### config.mk
export PLATFORM = sky130hd
export DESIGN_NAME = seg_scan_mux
export DESIGN_NICKNAME = d
export VERILOG_FILES = /design/src/rtl/seg_scan_mux.sv
export SDC_FILE = /design/constraint.sdc
export NUM_CORES = 1
export LEC_CHECK = 0
export CAP_MARGIN = 20
export CORE_MARGIN = 8
export CORE_UTILIZATION = 58
export CTS_CLUSTER_SIZE = 10
export DETAILED_ROUTE_END_ITERATION = 8
export PLACE_DENSITY_LB_ADDON = 0.1
export SYNTH_ARGS = -nofsm -noshare
export SYNTH_HDL_FRONTEND = slang
export SYNTH_SLANG_ARGS = --single-unit
### constraint.sdc
create_clock -name clk -period 3 [get_ports clk]
set_input_delay 0.6 -clock clk [delete_from_list [all_inputs] [get_ports clk]]
set_output_delay 0.6 -clock clk [all_outputs]
set_load 0.02 [all_outputs]
### src/rtl/seg_scan_mux.sv
// rtl/seg_scan_mux.sv - three-digit 7-segment scan driver with frame-aligned double buffering
// Lamp patterns are captured into a shadow on load and promoted to the display at frame boundaries.
module seg_scan_mux #(
    parameter int         DIV       = 4,
    parameter logic [6:0] ZERO_PAT  = 7'b0111111,
    parameter logic [6:0] BLANK_PAT = 7'b0000000
) (
    input  logic       clk,
    input  logic       rst,
    input  logic       load,
    input  logic [6:0] ones_lamp,
    input  logic [6:0] tens_lamp,
    input  logic [6:0] hundreds_lamp,
    input  logic       blank_lz,
    output logic [6:0] seg_out,
    output logic [2:0] digit_en,
    output logic       frame_done
);
    localparam int CW = (DIV > 1) ? $clog2(DIV) : 1;

    typedef enum logic [1:0] {
        ONES     = 2'd0,
        TENS     = 2'd1,
        HUNDREDS = 2'd2
    } state_t;

    state_t         idx_q, idx_d;
    logic [CW-1:0]  cnt_q;
    logic           tick, boundary;
    logic           pending_q;
    logic [6:0]     sh_o_q, sh_t_q, sh_h_q;
    logic [6:0]     dp_o_q, dp_t_q, dp_h_q;
    logic [6:0]     dp_o_d, dp_t_d, dp_h_d;
    logic           h_blank, t_blank;
    logic [6:0]     seg_d;
    logic [2:0]     en_d;

    assign tick     = (cnt_q == CW'(DIV - 1));
    assign boundary = tick && (idx_q == HUNDREDS);

    always_comb begin
        idx_d = idx_q;
        case (idx_q)
            ONES:    idx_d = TENS;
            TENS:    idx_d = HUNDREDS;
            default: idx_d = ONES;
        endcase
    end

    // A load landing on the boundary bypasses the shadow so it is not delayed a whole frame.
    always_comb begin
        dp_o_d = dp_o_q;
        dp_t_d = dp_t_q;
        dp_h_d = dp_h_q;
        if (boundary && load) begin
            dp_o_d = ones_lamp;
            dp_t_d = tens_lamp;
            dp_h_d = hundreds_lamp;
        end else if (boundary && pending_q) begin
            dp_o_d = sh_o_q;
            dp_t_d = sh_t_q;
            dp_h_d = sh_h_q;
        end
    end

    always_comb begin
        h_blank = blank_lz && (dp_h_d == ZERO_PAT);
        t_blank = h_blank && (dp_t_d == ZERO_PAT);
        seg_d   = dp_o_d;
        case (idx_d)
            TENS:     seg_d = t_blank ? BLANK_PAT : dp_t_d;
            HUNDREDS: seg_d = h_blank ? BLANK_PAT : dp_h_d;
            default:  seg_d = dp_o_d;
        endcase
        en_d = 3'b001 << idx_d;
    end

    always_ff @(posedge clk) begin
        if (rst) begin
            cnt_q      <= '0;
            idx_q      <= ONES;
            seg_out    <= BLANK_PAT;
            digit_en   <= 3'b001;
            frame_done <= 1'b0;
            pending_q  <= 1'b0;
            sh_o_q     <= BLANK_PAT;
            sh_t_q     <= BLANK_PAT;
            sh_h_q     <= BLANK_PAT;
            dp_o_q     <= BLANK_PAT;
            dp_t_q     <= BLANK_PAT;
            dp_h_q     <= BLANK_PAT;
        end else begin
            cnt_q      <= tick ? '0 : cnt_q + CW'(1);
            frame_done <= boundary;
            if (tick) begin
                idx_q    <= idx_d;
                seg_out  <= seg_d;
                digit_en <= en_d;
            end
            if (load) begin
                sh_o_q <= ones_lamp;
                sh_t_q <= tens_lamp;
                sh_h_q <= hundreds_lamp;
            end
            if (boundary)
                pending_q <= 1'b0;
            else if (load)
                pending_q <= 1'b1;
            dp_o_q <= dp_o_d;
            dp_t_q <= dp_t_d;
            dp_h_q <= dp_h_d;
        end
    end
endmodule

-- Yosys cells after proc, flatten, opt, wreduce, memory -nomap -nowiden
Index checks and enable logic that the tools add are counted.
- flip-flop bits (word level): 58
- latch bits: 0
- RAM bits: 0
- memory bits (read-only): 0
- input port bits: 25
- memories kept: 0
- add/subtract/negate cells: 1
- multipliers: 0
- divide/modulo/power cells: 0
- $lt $le $gt $ge: 0
- equality and inequality tests: 7
- shifts and indexed selects: 1
- muxes and demuxes: 10
- bitwise gates (word level): 0
- reduce and logical (&&, ||, !) cells: 8
- operators with widths (cell ; count):
    2-to-1 mux 7 bit ; 8
    == test 7 x 6 -> 1 bit, second input constant ; 2
    case mux 7 bit (2 select lines) ; 1
    == test 2 bit, second input constant ; 3
    logical AND 1 bit ; 5
    == test 2 x 1 -> 1 bit, second input constant ; 2
    case mux 2 bit (2 select lines) ; 1
    OR reduction 2 bit ; 2
    left shift 1 x 2 -> 3 bit, first input constant ; 1
    adder 2 x 1 -> 2 bit, second input constant ; 1
    logical NOT 2 bit ; 1

-- Depth between registers and ports, before layout
- word-level depth: 10
- mapped depth: 10
- gate-level depth less buffers: 8

-- Least setup slack after synthesis
No wires, ideal clock.
- path type: flip-flop to flip-flop
- start point: register, netlist name digit_en[1]
- end point: register seg_out[2]
- arrival time: 1903 ps
- path slack: 964 ps
- stages on the path, launching flop included: 10
- buffers on the path: 2
- period minus slack after synthesis: 2036 ps
- path through: dfxtp_1 buf_4 and4b_1 buf_4 a22o_1 a211oi_2 nor4b_2 nand4_2 nand3b_1 a311oi_1
- RTL lines (what ; line ; source):
    end signal, assigned ; 97 ; seg_out <= seg_d;
    end, declared ; 15 ; output logic [6:0] seg_out,

-- Worst setup path in the final report
- start point: input port load
- end point: register seg_out[0]
- word-level cells in the longest chain between the ends: 7
- elaborated cells between the ends (all ways): 11
- classes of those cells: 2 x eq/ne; 6 x mux; 3 x reduce/logical
- ends and longest elaborated chain (what ; line ; source):
    start, declared ; 10 ; input logic load,
    logical AND 1 bit * ; 55 ; if (boundary && load) begin
    2-to-1 mux 7 bit ; 55 ;
    == test 7 x 6 -> 1 bit ; 67 ; h_blank = blank_lz && (dp_h_d == ZERO_PAT);
    logical AND 1 bit ; 67 ;
    logical AND 1 bit ; 68 ; t_blank = h_blank && (dp_t_d == ZERO_PAT);
    2-to-1 mux 7 bit ; 71 ; TENS: seg_d = t_blank ? BLANK_PAT : dp_t_d;
    case mux 7 bit (2 select lines) * ; 70 ; case (idx_d)
Every way passes the cells marked *; elsewhere a longest branch is shown, timed or not.
A chain may end at the register's enable or synchronous reset.

==> results_dict.tcl <==
set metrics [dict create \
    postCtsHoldBufs 0 \
    ys_ff_latch 56 \
    drc 0 \
    grt_use_total 0.1763 \
    drv_slew 0 \
    post-cts-setup-buffers 0 \
    timing.max_cap.violations 0 \
    die_area_sq_um 6729 \
    synthArstFlopShare 0 \
    crit_buf_inv 2 \
    grt_pass1_vias 1941 \
    cp_slowest_cell "clkdlybuf4s50_1" \
    avgSynthCellArea_sq_um 9.297 \
    synth_edf_count 0 \
    dr.pass1.iters 4 \
    regToRegSetupSlack_ps 660 \
    irDropWorstVdd_mv 0.2966 \
    synthFlopType "dfxtp_1" \
    grt_pass1_wl_um 9542 \
    nNetsFinal 329 \
    hold_class "reg2reg" \
    hold_viol 0 \
    gp_congestion 0.8398 \
    outcome "complete, no violations" \
    h-tree-depth 2 \
    p_per_area_nw_per_um2 450.1 \
    wl_per_cell_um 15.80 \
    fp-row-count 24 \
    slew_headroom 0.3158 \
    drtIter0Drc 170 \
    io_buffers 35 \
    worst_pin_slew_ps 1026 \
    cts-root-buf "clkbuf_8" \
    worstPathRequired_ps 3220 \
    crit_chain "clkdlybuf4s50_1 > and4b_1 > buf_4 > a22oi_1 > o211ai_1 > and4_1 > nand4_2 > nand3b_1 > a311oi_1" \
    clockBufferDepth 2 \
    syn-num-nets 298 \
    via_per_inst 5.772 \
    cts_resized 0 \
    skew_ps 2.423 \
    fin_crit_ps 2511 \
    critPathMaxFanout 10 \
    final_area_sq_um 2975 \
    period_share 0.8371 \
    overflow 0 \
    wl_um 5610 \
    numCtsBuffers 5 \
    insertion_delay_ps 310 \
    cts_sinks 56 \
    post-dp-hpwl_um 3964 \
    max_clock_freq_mhz 398.2 \
    seq_area_frac_synth 0.4433 \
    fin_setup_tns_ps 0 \
    crit_arrival_ps 2730 \
    rsz0062_at_grt "no" \
    antenna_found_initial 0 \
    max_stage_delay_ps 500 \
    finalSetupViolations 0 \
    cp_top_family "simple AND/OR/NAND/NOR gates" \
    path_clk_slew_ps 100 \
    ys.warnings.count 0 \
    startpoint_type "input port" \
    critical_path_class "in2reg" \
    insertedDiodeCount 0 \
    leakage_nw 1.144 \
    synthCells 272 \
    endpoint_kind "register" \
    placed_cell_area_sq_um 2894 \
    postRouteAntennaNets 0 \
    coreArea_sq_um 4264 \
    syn_area_sq_um 2529 \
    die_h_um 82.03 \
    grt_max_degree 57 \
    cts_tree "yes" \
    ys_types 39 \
    drive_gt1_frac 0.09571 \
    floorplan.initialDensity 0.5930 \
    ios 36 \
    area_delta_synth_final_pct 17.66 \
    vias 2049 \
    die_w_um 82.03 \
]
==> cells in the mapped netlist (all sizes together), types with 5 or more instances <==
cell type   n  area (sq um)
o211ai      8         60.06
dfxtp      56          1121
nand2b     11         68.82
nand3       7         35.03
buf        10         78.81
a311oi      6         52.55
a22oi       8         60.06
nand3b      7         65.06
nor2b      17         106.4
nand2      28         105.1
a21oi      13         65.06
nor2       31         116.4
a21boi      6         45.04
clkbuf     11         41.29
mux2i      18         180.2
o21ai       7         35.03
a221oi      5         75.07
==> state kept, by name, summed over array words and instances, names as in the netlist <==
register,count
cnt_q,2
digit_en,3
sh_h_q,7
sh_o_q,7
dp_t_q,7
sh_t_q,7
seg_out,7
frame_done,1
dp_h_q,7
pending_q,1
dp_o_q,7
==> routing by layer <==
| layer | share of wire | routed length, um | track usage | vias up |
|---|---|---|---|---|
| met2 | 0.44 | 2460 | 0.2620 | 53 |
| met4 | 0.016 | 90 | 0.05614 | 0 |
| li1 | - | - | - | 1034 |
| met1 | 0.48 | 2686 | 0.2415 | 953 |
| met5 | 0 | 0 | 0 | - |
| met3 | 0.066 | 373 | 0.04814 | 9 |
==> path summary, 6_finish.rpt <==
path / depth (start not counted) / end / start
max: 9 / seg_out[0]$_SDFFE_PP0N_ / load
min: 1 / cnt_q[0]$_SDFF_PP0_ / cnt_q[0]$_SDFF_PP0_
max reg2reg: 8 / seg_out[0]$_SDFFE_PP0N_ / digit_en[1]$_SDFFE_PP0N_
min reg2reg: 1 / cnt_q[0]$_SDFF_PP0_ / cnt_q[0]$_SDFF_PP0_
==> layout make-up <==
cell class	count	area, sq um
repair buffers	45	420.4
multi-input cells	195	1287
clock buffers	5	68.82
fillers	344	1289
flip-flops and latches	56	1121
well taps	52	65.06
clock inverters	2	12.51
==> kinds of logic (layout without fill, tap and decap cells) <==
logic type	after synthesis	after routing	synth area share
flops	56	56	0.4433
mux	19	19	0.07570
buf+inv	21	52	0.04750
simple gates	112	112	0.2370
compound gates	63	63	0.1915
fa+ha+maj	1	1	0.004947
==> where the power goes <==
group / internal, W / switching (W)
clock network: 0.000159 / 0.000240
registers: 0.000771 / 0.0000166
logic: 0.0000762 / 0.0000758
total: 0.00101 / 0.000333
==> through the flow <==
stage	hold slack [ps]	utilization	instances	power [W]	worst slack [ps]
4_1_cts	438.8	0.6978	355	0.001344	483.2
3_5_place_dp	425.0	0.6787	348	0.0009567	161.4
6_report	434.5	0.6978	355	0.001339	488.6
3_3_place_gp	418.3	0.6787	348	0.0009556	205.9
5_1_grt	458.7	0.6978	355	0.001387	280.0
2_1_floorplan	404.3	-	272	0.0008840	964.0
==> cells in the final DEF (no fill, tap or decap), types with 2 or more instances in the layout <==
master | Yosys | routed
nand3_1 | 7 | 7
clkdlybuf4s50_1 | 0 | 34
and4b_1 | 2 | 2
nand2_1 | 28 | 28
o211ai_1 | 8 | 8
buf_4 | 2 | 10
nor3_1 | 3 | 3
a221oi_2 | 5 | 5
a21boi_0 | 6 | 6
mux2i_1 | 18 | 18
nor2b_1 | 17 | 17
clkbuf_8 | 0 | 5
dfxtp_1 | 56 | 56
nor2_1 | 31 | 31
nand2b_1 | 11 | 11
a21oi_1 | 13 | 13
a311oi_1 | 6 | 6
a32o_1 | 3 | 3
nand3b_1 | 6 | 6
o21ai_1 | 6 | 6
o2bb2ai_1 | 2 | 2
a22oi_1 | 8 | 8
Power figures use the tool's default switching activity.
==> edit 1 (config.mk and constraints unchanged) <==
`DIV`: 4 -> 8.
--- a/src/rtl/seg_scan_mux.sv
+++ b/src/rtl/seg_scan_mux.sv
@@ -2,5 +2,5 @@
 // Lamp patterns are captured into a shadow on load and promoted to the display at frame boundaries.
 module seg_scan_mux #(
-    parameter int         DIV       = 4,
+    parameter int         DIV       = 8,
     parameter logic [6:0] ZERO_PAT  = 7'b0111111,
     parameter logic [6:0] BLANK_PAT = 7'b0000000
Formal check against the unedited RTL: not equivalent (a bounded check fails within 10 cycles, from zero or initial values and one cycle with rst high).
==> edit 1 against the unedited design <==
- core utilization grew 5.5 points
- worst setup slack worse by 0.23 ns
- sequential cell count rose by 1
- design area rose by 12%
- first-iteration DRC count increased by 5.9%
- wire length is 16% higher
- synthesized area rose by 5.9%
- total power rose by 32%
- die area is 4.7% higher
- hold slack lost 0.0042 ns
- sequential power is essentially flat
- via count grew 15%
==> edit 1: results <==
group,metric,value,unit
min_path,hold_class,"reg -> reg",
route,drtIter0Drc,180,
clock_tree,cts-root-buf,"clkbuf_8",
route,wl_met2,2.97,mm
pwr,vdd.ir_drop.worst,0.477,mV
sta,skew,0.00927,ns
pwr,p_seq_frac,0.446,
clock_tree,clk_latency,0.34,ns
clock_tree,htree_levels,3,
critical_path,reg2reg_depth,9,
route,vias_per_cell,5.94,
finish,fin_nets,368,
global_route,grt_use_met1,0.235,
placement,port_buffers,35,
finish,layout-drive-gt1-share,0.130,
global_route,grt_start_max_net_pins,33,
finish,antenna_cells,0,
critical_path,worstPathArrival,2.94,ns
global_route,antenna_found_initial,0,
clock_tree,clk_pin_slew,0.06,ns
placement,dp.final_hpwl,4.62,mm
pwr,switchingPower,364,uW
synth,synth_area_leaders,"dfxtp_1 43%, mux2i_1 9.0%, nor2_1 8.3%, a21oi_1 3.0%, nor3_1 2.6%",
status,outcome,"finished clean",
finish,num-fill-cells,331,
placement,gp_congestion,0.900,
clock_tree,cts_buffer_depth,2,
global_route,grt_usage,0.188,
global_route,grt_pass1_vias,2241,
global_route,use_met3,0.0527,
synth,synthDistinctLibCells,50,
clock_tree,cts_resized,0,
critical_path,critPathMaxFanout,11,
synth,synthArstFlopShare,0,
critical_path,crit_slowest_cell,"ha_1",
global_route,grt_pass1_wl,10.9,mm
min_path,hold_path_depth,1,
synth,ys_seq_area_frac,0.426,
clock_tree,numCtsBuffers,9,
pwr,pwr-share-comb,0.062,
critical_path,cpPeakStageDelay,0.40,ns
route,top_layer,"met4",
synth,synth_top_cells_by_count,"59 x nor2_1, 57 x dfxtp_1, 24 x mux2i_1, 18 x nand2_1, 16 x a21oi_1",
synth,synth_nets,328,
route,wl_met1,2.92,mm
synth,yosysWarnings,0,
pwr,p_leak,0.00135,uW
route,wl_per_cell,16.4,um
route,wl_met3,465,um
sta,max_slew_margin,0.627,
global_route,gr-usage-met2,0.282,
[edit 1: changes by cell type after synthesis, moves of 5 or more]
cell,delta
nor2b_1,-13
a22oi_1,-7
o211ai_1,-5
mux2i_1,+6
a211oi_1,+6
nor2_1,+28
buf_2,+5
nand3b_1,-6
nand2_1,-10
nor3_1,+11
o21ai_0,+5
a21boi_0,-6
nand2b_1,-5
[edit 1: path summary, 6_finish.rpt]
path | startpoint | endpoint | slack, ns
setup / recovery | cnt_q[0] | seg_out[5] | 0.26
hold / removal | cnt_q[0] | cnt_q[0] | 0.43
setup reg to reg | cnt_q[0] | seg_out[5] | 0.26
hold reg to reg | cnt_q[0] | cnt_q[0] | 0.43
[edit 1: metrics by stage]
stage / instance area (um^2) / cells / total power (uW) / setup WS (ns) / hold WS [ns]
final: 3320 / 398 / 1770 / 0.255 / 0.430
after global routing: 3320 / 398 / 1830 / 0.0932 / 0.448
after detailed placement: 3080 / 382 / 916 / 0.0955 / 0.423
after CTS: 3320 / 398 / 1780 / 0.302 / 0.433
after global placement: 3080 / 382 / 914 / 0.139 / 0.417
after floorplan: 2680 / 301 / 859 / 0.722 / 0.404
[edit 1: cells by family (layout without fill, tap and decap cells)]
family                     count (synthesis)  in the layout  share of synthesized area
AOI/OAI and AO/OA                         65             65                      0.172
adders and majority gates                  2              2                    0.00934
and+or+nand+nor                          123            123                      0.226
DFF                                       57             57                      0.426
muxes                                     30             30                      0.115
buffers and inverters                     24             69                     0.0514
[edit 1: cell type report]
cell class / instances / area share
Clock buffer: 11 / 0.0426
Timing Repair Buffer: 51 / 0.140
Multi-Input combinational cell: 220 / 0.421
Clock inverter: 5 / 0.0309
Sequential cell: 57 / 0.344
Tap cell: 52 / 0.0196
Inverter: 2 / 0.00226
==> edit 2 (same settings) <==
Made on the original files. Remove the register `frame_done`: a continuous assignment takes its place, so the output `frame_done` follows one clock earlier.
--- a/src/rtl/seg_scan_mux.sv
+++ b/src/rtl/seg_scan_mux.sv
@@ -82,5 +82,4 @@
             seg_out    <= BLANK_PAT;
             digit_en   <= 3'b001;
-            frame_done <= 1'b0;
             pending_q  <= 1'b0;
             sh_o_q     <= BLANK_PAT;
@@ -92,5 +91,4 @@
         end else begin
             cnt_q      <= tick ? '0 : cnt_q + CW'(1);
-            frame_done <= boundary;
             if (tick) begin
                 idx_q    <= idx_d;
@@ -112,4 +110,6 @@
         end
     end
+
+    assign frame_done = boundary;
 endmodule
 
Behaviour: same outputs for any inputs over 10 cycles, from zero or initial values and one cycle with rst high; that may be too few to reach the edited logic, so the function may still have changed.
==> edit 2 against the unedited design <==
- synthesized cell count is 1.8% lower
- synthesized area decreased by 1.0%
- design area rose by 0.63%
- wire length increased by 2.2%
- worst setup slack lost 0.12 ns
- non-clock buffer count did not move
- sequential cell count shrank 1
- register-to-register slack worse by 0.02 ns
- total power increased by 2.4%
==> edit 2: results <==
group,metric,value,unit
finish,fin_nets,327,
synth,synth_nets,293,
critical_path,cpPeakStageDelay,0.63,ns
status,outcome,"finished clean",
route,wl,5.73,mm
critical_path,crit_family,"buffers and inverters",
critical_path,r2r_start,"cnt_q[0]",
global_route,grt_use_met1,0.228,
global_route,use_met3,0.0569,
critical_path,worstPathArrival,2.03,ns
placement,gp_congestion,0.826,
critical_path,reg2reg_to,"seg_out[2]",
critical_path,critPathMaxFanout,15,
synth,ys_seq_area_frac,0.440,
global_route,grt_start_max_net_pins,56,
global_route,gr-usage-met2,0.290,
route,wl_met2,2.70,mm
route,wl_met3,299,um
global_route,grt_pass1_vias,2026,
clock_tree,clk_pin_slew,0.08,ns
global_route,grt_pass1_wl,9.49,mm
synth,synth_area_leaders,"dfxtp_1 44%, mux2i_1 7.2%, nor2_1 4.5%, nor2b_1 4.3%, nand2_1 4.2%",
synth,synthDistinctLibCells,38,
finish,layout-drive-gt1-share,0.103,
synth,synth_top_cells_by_count,"55 x dfxtp_1, 30 x nor2_1, 28 x nand2_1, 18 x mux2i_1, 17 x nor2b_1",
placement,dp.final_hpwl,4.09,mm
pwr,vdd.ir_drop.worst,0.445,mV
pwr,intPower,1050,uW
-- edit 2: changes by cell type after synthesis, sizes merged --
cell	before	now
dfxtp	56	55
inv	0	1
and3b	1	0
buf	10	6
clkbuf	11	12
nor2	31	30
-- edit 2: cell type report --
class                   count  area (um^2)
well taps                  52         65.1
fillers                   361         1270
inverters                   1         6.26
multi-input cells         193         1300
clock buffers               7         96.3
clock inverters             1         7.51
flip-flops and latches     55         1100
repair buffers             45          420
-- edit 2: power groups by stage --
stage                     Clock, uW  Combinational, uW  Sequential, uW
after CTS                       458                155             774
after global placement            0                152             790
after global routing            489                169             777
final                           443                154             774
after floorplan                   0               72.2             796
after detailed placement          0                155             790
-- edit 2: through the flow --
stage	hold WS, ns	cell area (um^2)	std cells
finish	0.434	2990	354
global route	0.473	2990	354
CTS	0.440	2990	354
detailed placement	0.426	2890	346
global placement	0.413	2890	346
floorplan	0.404	2500	267
-- edit 2: cells by family (layout without fill, tap and decap cells) --
logic type | count (synthesis) | after routing | share of synthesized area
buffers and inverters | 19 | 54 | 0.0415
muxes | 19 | 19 | 0.0765
and+or+nand+nor | 110 | 110 | 0.234
adders and majority gates | 1 | 1 | 0.00500
AOI/OAI and AO/OA | 63 | 63 | 0.203
DFF | 55 | 55 | 0.440
-- edit 2: worst max-delay path by stage --
stage / from / end / slack (ns) / cells after the start
2_1_floorplan: load / seg_out[1] / 0.98 / 8
3_3_place_gp: load / seg_out[0] / 0.26 / 10
3_5_place_dp: load / seg_out[0] / 0.18 / 10
4_1_cts: cnt_q[0] / frame_done / 0.34 / 4
5_1_grt: cnt_q[0] / frame_done / 0.24 / 4
6_report: cnt_q[0] / frame_done / 0.37 / 4
